--- config.mk ---
export PLATFORM = sky130hd
export DESIGN_NAME = rv_pipe_hazard
export DESIGN_NICKNAME = d
export VERILOG_FILES = /design/src/rtl/rv_pipe_hazard.sv
export SDC_FILE = /design/constraint.sdc
export NUM_CORES = 1
export LEC_CHECK = 0
export ABC_AREA = 1
export CAP_MARGIN = 0
export CORE_MARGIN = 2
export CORE_UTILIZATION = 40
export CTS_BUF_LIST = sky130_fd_sc_hd__clkbuf_16
export DETAILED_ROUTE_END_ITERATION = 8
export PLACE_DENSITY = 0.67
export SYNTH_ARGS = -nofsm -noshare
export SYNTH_HDL_FRONTEND = slang
export SYNTH_SLANG_ARGS = --single-unit
--- constraint.sdc ---
create_clock -name clk -period 1.8 [get_ports clk]
set_clock_uncertainty 0.1 [all_clocks]
set_input_delay 0.45 -clock clk [delete_from_list [all_inputs] [get_ports clk]]
set_output_delay 0.45 -clock clk [all_outputs]
set_load 0.02 [all_outputs]
--- src/rtl/rv_pipe_hazard.sv ---
`default_nettype none
// ============================================================================
// Module   : rv_pipe_hazard
// Purpose  : Hazard and forwarding controller for the pipelined RV32 core.
//            It tracks the destination registers of in-flight instructions in
//            the DEPTH stages after ID. From these it generates load-use
//            stalls, branch-redirect flushes and multi-cycle-EX holds, and it
//            registers the EX operand forwarding selects.
// Ports    : clk, rst_n (async, active low)
//            id_*        - decode-stage instruction fields
//            ex_busy     - multi-cycle EX operation still running
//            ex_redirect - taken branch/jump resolved in EX
//            hold_front, hold_ex, bubble_ex, flush_front - pipeline controls
//            fwd_rs1_sel, fwd_rs2_sel - 0=regfile, k=output of stage k
//            (RV_HAZ_PERF_EN) perf_clr, perf_stall, perf_flush, perf_busy
// Options  : RV_HAZ_PERF_EN - adds saturating performance counters
// Revision : 1.0 - initial release
// ============================================================================
module rv_pipe_hazard #(
    parameter int DEPTH      = 3,
    parameter int LOAD_STAGE = 1,
    parameter int RA_W       = 5
) (
    input  logic                     clk,
    input  logic                     rst_n,
    input  logic                     id_valid,
    input  logic [RA_W-1:0]          id_rs1,
    input  logic [RA_W-1:0]          id_rs2,
    input  logic                     id_rs1_used,
    input  logic                     id_rs2_used,
    input  logic [RA_W-1:0]          id_rd,
    input  logic                     id_reg_write,
    input  logic                     id_mem_read,
    input  logic                     ex_busy,
    input  logic                     ex_redirect,
    output logic                     hold_front,
    output logic                     hold_ex,
    output logic                     bubble_ex,
    output logic                     flush_front,
    output logic [$clog2(DEPTH)-1:0] fwd_rs1_sel,
    output logic [$clog2(DEPTH)-1:0] fwd_rs2_sel
`ifdef RV_HAZ_PERF_EN
    ,
    input  logic                     perf_clr,
    output logic [31:0]              perf_stall,
    output logic [31:0]              perf_flush,
    output logic [31:0]              perf_busy
`endif
);

    localparam int SEL_W = $clog2(DEPTH);

    // Tracking entries: entry k describes the instruction in stage k.
    logic [DEPTH-1:0] r_valid;
    logic [DEPTH-1:0] r_wr;
    logic [DEPTH-1:0] r_ld;
    logic [RA_W-1:0]  r_rd [DEPTH];

    logic [SEL_W-1:0] r_sel1;
    logic [SEL_W-1:0] r_sel2;

    logic             w_lu1;
    logic             w_lu2;
    logic [SEL_W-1:0] w_nsel1;
    logic [SEL_W-1:0] w_nsel2;
    logic             w_redir;
    logic             w_stall;
    logic             w_load;

    // Search from the oldest entry down so the youngest match is the last
    // one written and therefore wins.
    always_comb begin
        w_lu1   = 1'b0;
        w_lu2   = 1'b0;
        w_nsel1 = '0;
        w_nsel2 = '0;
        for (int k = DEPTH - 1; k >= 0; k--) begin
            if (r_valid[k] && r_wr[k] && (r_rd[k] != '0) &&
                (r_rd[k] == id_rs1) && id_rs1_used) begin
                w_lu1   = r_ld[k] && (k < LOAD_STAGE);
                w_nsel1 = (k <= DEPTH - 2) ? SEL_W'(k + 1) : '0;
            end
            if (r_valid[k] && r_wr[k] && (r_rd[k] != '0) &&
                (r_rd[k] == id_rs2) && id_rs2_used) begin
                w_lu2   = r_ld[k] && (k < LOAD_STAGE);
                w_nsel2 = (k <= DEPTH - 2) ? SEL_W'(k + 1) : '0;
            end
        end
    end

    // Priority: busy > redirect > load-use > advance.
    assign w_redir = ex_redirect & ~ex_busy;
    assign w_stall = id_valid & (w_lu1 | w_lu2) & ~ex_busy & ~w_redir;
    assign w_load  = id_valid & ~ex_busy & ~w_redir & ~w_stall;

    // Outputs are forced low while reset is asserted, independent of the
    // live EX inputs.
    assign hold_front  = rst_n & (ex_busy | w_stall);
    assign hold_ex     = rst_n & ex_busy;
    assign bubble_ex   = rst_n & (w_redir | w_stall);
    assign flush_front = rst_n & w_redir;
    assign fwd_rs1_sel = r_sel1;
    assign fwd_rs2_sel = r_sel2;

    always_ff @(posedge clk or negedge rst_n) begin
        if (!rst_n) begin
            r_valid <= '0;
            r_wr    <= '0;
            r_ld    <= '0;
            for (int k = 0; k < DEPTH; k++) begin
                r_rd[k] <= '0;
            end
            r_sel1 <= '0;
            r_sel2 <= '0;
        end else if (ex_busy) begin
            // EX holds its instruction; MA receives a bubble, the rest drain.
            r_valid[1] <= 1'b0;
            r_wr[1]    <= 1'b0;
            r_ld[1]    <= 1'b0;
            r_rd[1]    <= '0;
            for (int k = 2; k < DEPTH; k++) begin
                r_valid[k] <= r_valid[k-1];
                r_wr[k]    <= r_wr[k-1];
                r_ld[k]    <= r_ld[k-1];
                r_rd[k]    <= r_rd[k-1];
            end
        end else begin
            for (int k = 1; k < DEPTH; k++) begin
                r_valid[k] <= r_valid[k-1];
                r_wr[k]    <= r_wr[k-1];
                r_ld[k]    <= r_ld[k-1];
                r_rd[k]    <= r_rd[k-1];
            end
            r_valid[0] <= w_load;
            r_wr[0]    <= w_load & id_reg_write;
            r_ld[0]    <= w_load & id_mem_read;
            r_rd[0]    <= w_load ? id_rd : '0;
            // A bubble entering EX carries no forwarding.
            r_sel1 <= w_load ? w_nsel1 : '0;
            r_sel2 <= w_load ? w_nsel2 : '0;
        end
    end

`ifdef RV_HAZ_PERF_EN
    logic [31:0] r_perf_stall;
    logic [31:0] r_perf_flush;
    logic [31:0] r_perf_busy;

    always_ff @(posedge clk or negedge rst_n) begin
        if (!rst_n) begin
            r_perf_stall <= '0;
            r_perf_flush <= '0;
            r_perf_busy  <= '0;
        end else if (perf_clr) begin
            r_perf_stall <= '0;
            r_perf_flush <= '0;
            r_perf_busy  <= '0;
        end else begin
            if (w_stall && (r_perf_stall != 32'hFFFF_FFFF)) begin
                r_perf_stall <= r_perf_stall + 32'd1;
            end
            if (w_redir && (r_perf_flush != 32'hFFFF_FFFF)) begin
                r_perf_flush <= r_perf_flush + 32'd1;
            end
            if (ex_busy && (r_perf_busy != 32'hFFFF_FFFF)) begin
                r_perf_busy <= r_perf_busy + 32'd1;
            end
        end
    end

    assign perf_stall = r_perf_stall;
    assign perf_flush = r_perf_flush;
    assign perf_busy  = r_perf_busy;
`endif

endmodule
`default_nettype wire

Word level (Yosys, flattened, before mapping)
Cells that the tools add are included.
{"block": "totals", "inputBits": 24, "wordCells": 58, "ff_bits": 19}
{"block": "op_classes", "eq_ne": 4, "n_mux": 12, "bitwise_logic": 19, "reduce_logical": 14}
{"op": "5-bit == test", "n": 4}
{"op": "1-bit bitwise AND", "n": 13}
{"op": "1-bit logical AND", "n": 12}
{"op": "2-bit two-way mux", "n": 6}
{"op": "10-bit two-way mux", "n": 1}
{"op": "5-bit nonzero test", "n": 2}
{"op": "5-bit two-way mux", "n": 1}
{"op": "1-bit two-way mux", "n": 4}
{"op": "1-bit inverter", "n": 3}
{"op": "1-bit bitwise OR", "n": 3}

Logic depth before layout (Yosys ltp)
{"block": "depth", "depth_word": 12, "ltp_mapped": 11}

Worst setup path before layout
No wires, ideal clock.
{"block": "synth_timing", "path_type": "register -> output", "from": "register r_rd[14] in the netlist's numbering", "to": "output port hold_front", "t_arrival_ns": 1.425, "path_stages_with_launch": 10, "path_slack_ns": -0.175, "cell_sequence": "dfrtp_1 inv_2 nand2_1 nand2_1 nand2_1 nor2_1 nand3_1 nand2_1 nand2_2 o21ai_0"}
{"block": "synth_via", "elab_chain_len": 11, "elab_cells_between_ends": 16, "cone_classes": "eq/ne: 2; mux: 2; bitwise: 6; reduce/logical: 6"}
{"element": "start: declaration", "line": "57", "rtl": "logic [RA_W-1:0] r_rd [DEPTH];"}
{"element": "start signal: indexed assignment", "line": "125", "rtl": "r_rd[k] <= r_rd[k-1];"}
{"element": "start signal: indexed assignment", "line": "132", "rtl": "r_rd[k] <= r_rd[k-1];"}
{"element": "5-bit nonzero test", "line": "78, 83"}
{"element": "1-bit logical AND", "line": "78, 83"}
{"element": "1-bit logical AND, on equally long branches", "line": "78, 83"}
{"element": "1-bit logical AND, on equally long branches", "line": "79, 84"}
{"element": "1-bit two-way mux, on equally long branches", "line": "78, 83"}
{"element": "1-bit bitwise OR *", "line": "93", "rtl": "assign w_stall = id_valid & (w_lu1 | w_lu2) & ~ex_busy & ~w_redir;"}
{"element": "1-bit bitwise AND * (3 in series)", "line": "93"}
{"element": "1-bit bitwise OR *", "line": "98", "rtl": "assign hold_front = rst_n & (ex_busy | w_stall);"}
{"element": "1-bit bitwise AND *", "line": "98"}
{"element": "end: declaration", "line": "36", "rtl": "output logic hold_front,"}
Every way passes the cells marked *; elsewhere a longest branch is shown, timed or not.

Worst setup path after layout
{"block": "layout_timing", "from": "input port id_rs2[0]", "to": "output port hold_front"}
{"block": "layout_via", "elab_chain_len": 10}
{"element": "start: declaration", "line": "28", "rtl": "input logic [RA_W-1:0] id_rs2,"}
{"element": "5-bit == test", "line": "84", "rtl": "(r_rd[k] == id_rs2) && id_rs2_used) begin"}
{"element": "1-bit logical AND", "line": "83", "rtl": "if (r_valid[k] && r_wr[k] && (r_rd[k] != '0) &&"}
{"element": "1-bit logical AND", "line": "84"}
{"element": "1-bit two-way mux", "line": "83"}
{"element": "1-bit bitwise OR", "line": "93"}
{"element": "1-bit bitwise AND (3 in series)", "line": "93"}
{"element": "1-bit bitwise OR", "line": "98"}
{"element": "1-bit bitwise AND", "line": "98"}
No other way between the ends.

==> impl_metrics.json <==
{
  "status": "finished with violations",
  "violations": "negative setup slack",
  "cp_max_fo": 3,
  "arrival_ps": 1550,
  "dieArea_um2": 3820,
  "track_usage": 0.206,
  "worst_pin_slew_ps": 359,
  "area_delta_synth_final_pct": 61.0,
  "fp.dieH_um": 61.8,
  "p_leak_uw": 0.00123,
  "clk_path_buf_depth": 2,
  "via_per_inst": 4.63,
  "start_kind": "input port",
  "synthAdderAreaFrac": 0,
  "max_slew_margin": 0.760,
  "antenna_found_initial": 0,
  "timing.hold.ws_ps": 292,
  "drt_wl_total_um": 3600,
  "layout.nets": 323,
  "synth_area_um2": 1340,
  "io_pins": 32,
  "dr.pass1.iters": 4,
  "pre_cts_slack_ps": -1010,
  "fp.coreArea_um2": 3130,
  "netlist_instances": 221,
  "diodes": 0,
  "slew_viol_final": 0,
  "crit_required_ps": 1250,
  "dieWidth_um": 61.8,
  "grt_max_degree": 20,
  "wl_per_cell_um": 10.5,
  "avgSynthCellArea_um2": 6.05,
  "synth-seq-area-share": 0.356,
  "final-instance-count-excl-fill": 342,
  "remaining_drc_errors": 0,
  "synth-simple-area-share": 0.482,
  "critPathKind": "in2out",
  "port_buffers": 31,
  "place_hpwl_um": 2690,
  "synth-seq-cells": 19,
  "synth_cell_types": 19,
  "rows": 20,
  "seqCellArea_um2": 478,
  "cp-end-kind": "primary output",
  "hold_path.class": "in2async",
  "fin_total_pwr_uw": 1250,
  "gp_congestion": 0.907,
  "maxCapViolations": 0,
  "clock_latency_ps": 250,
  "drive_above_1_share": 0.299,
  "vias": 1582,
  "max_freq_mhz": 475,
  "cts_max_level": 1,
  "drtIter0Drc": 101,
  "hold_viol": 0,
  "grt_pass1_vias": 1412,
  "muxShareOfSynthArea": 0,
  "nFillCells": 286,
  "final_antenna_net_count": 0,
  "period_needed_ps": 2100,
  "p_per_area_nw_per_um2": 581,
  "setup_viol": 2,
  "tns_ps": -599,
  "synth_warnings": 0,
  "start_util": 0.427,
  "fin_crit_sh": 1.17,
  "clkTransAtPathRegs_ps": 50,
  "fin_ws_ps": -305,
  "irDropWorstVdd_mv": 0.471,
  "dp_cells": 326,
  "synth-xor-area-share": 0,
  "grt_pass1_wl_um": 5830,
  "rsz0062_at_grt": "true",
  "synth_top_family_by_area": "simple AND/OR/NAND/NOR gates",
  "cts_sinks": 19,
  "gr-total-overflow": 0,
  "root_buffer": "clkbuf_16",
  "cts_tree": "yes",
  "cts_buffers": 3,
  "synth_nets": 245,
  "multiInputGateArea_um2": 752,
  "synth_compound_area_frac": 0.0403
}
[cell families (layout without fill, tap and decap cells)]
group,Yosys count,after routing
AND/OR/NAND/NOR,155,155
buffers and inverters,39,116
flip-flops,19,19
AO/OA/AOI/OAI,8,8
[synthesized netlist by cell type]
library cell	n	area share
nand2_2	1	0.0047
dfrtp_1	19	0.36
nand3_1	9	0.034
a21oi_2	2	0.013
a21oi_1	2	0.0075
o21ai_0	3	0.011
inv_1	30	0.084
buf_6	2	0.017
nand3_2	2	0.015
or2_2	1	0.0047
nand2_1	100	0.28
a21boi_2	1	0.0084
nand4_1	10	0.047
buf_2	1	0.0037
buf_1	1	0.0028
nand4_2	1	0.0094
inv_2	4	0.011
clkbuf_1	1	0.0028
nor2_1	31	0.087
[final timing paths]
check	startpoint	end	slack, ps	depth (start not counted)
min in group clk	fwd_rs1_sel[0]	fwd_rs1_sel[0]	380	2
max	id_rs2[0]	hold_front	-300	10
max reg2reg	r_rd[12]	fwd_rs2_sel[1]	140	11
min reg2reg	fwd_rs1_sel[0]	fwd_rs1_sel[0]	380	2
max in group asynchronous	rst_n	r_rd[11]	1090	3
min	rst_n	r_rd[13]	290	3
[worst max-delay path, cell delays in order]
cell             delay, ps
clkdlybuf4s15_1        220
inv_1                   70
nand2_1                 90
nand3_1                 90
nor2_1                 110
nand3_1                 80
nand2_1                 90
nand2_2                 90
o21ai_2                130
buf_6                  130
[cell type report]
cell class / instances / area share
inverter: 34 / 0.0593
sequential: 19 / 0.222
multi-input combinational: 163 / 0.350
tap: 44 / 0.0256
timing repair buffer: 78 / 0.306
clock buffer: 3 / 0.0349
clock inverter: 1 / 0.00233
[per-stage QoR]
step	area (um2)	utilization
finish	2150	0.688
global placement	1940	0.620
detailed placement	1940	0.620
global route	2150	0.688
CTS	2130	0.681
floorplan	1350	-
[flip-flops by register name, summed over array words and instances (netlist names)]
register	count
fwd_rs1_sel	2
fwd_rs2_sel	2
r_ld	1
r_rd	10
r_valid	2
r_wr	2
[cell usage in the layout, fill, tap and decap left out, types with 4 or more instances in the layout]
master and count:
dfrtp_1 17, nand3_1 8, nor2_1 28, dlygate4sd2_1 8, clkdlybuf4s50_1 12, buf_4 47, buf_6 4, inv_2 8
inv_1 26, nand2_1 92, nand2_2 8, nand4_1 10
[layer usage]
| layer | vias to the layer above | routed length, um | global-route usage | share of wire |
|---|---|---|---|---|
| met5 | - | 0 | 0 | 0 |
| met3 | 4 | 198 | 0.0290 | 0.055 |
| met4 | 0 | 24 | 0.0547 | 0.0067 |
| met1 | 702 | 1640 | 0.258 | 0.46 |
| li1 | 827 | - | - | - |
| met2 | 49 | 1730 | 0.371 | 0.48 |
[power by group]
| group | switching (uW) | internal (uW) | leakage [uW] | total (uW) |
|---|---|---|---|---|
| Clock | 148 | 297 | 0.0000409 | 445 |
| Combinational | 167 | 172 | 0.000935 | 338 |
| Sequential | 17.0 | 449 | 0.000253 | 466 |
| Total | 331 | 918 | 0.00123 | 1250 |
[timing repair]
| action | CTS | global route |
|---|---|---|
| endpoints found under the setup margin | 16 | 4 |
| buffers inserted | 12 | 1 |
| resized for setup | 59 | 8 |
| hold buffers | 0 | 0 |
| pin swaps | 20 | 9 |
Note: power is estimated with default switching activity, not from simulation.
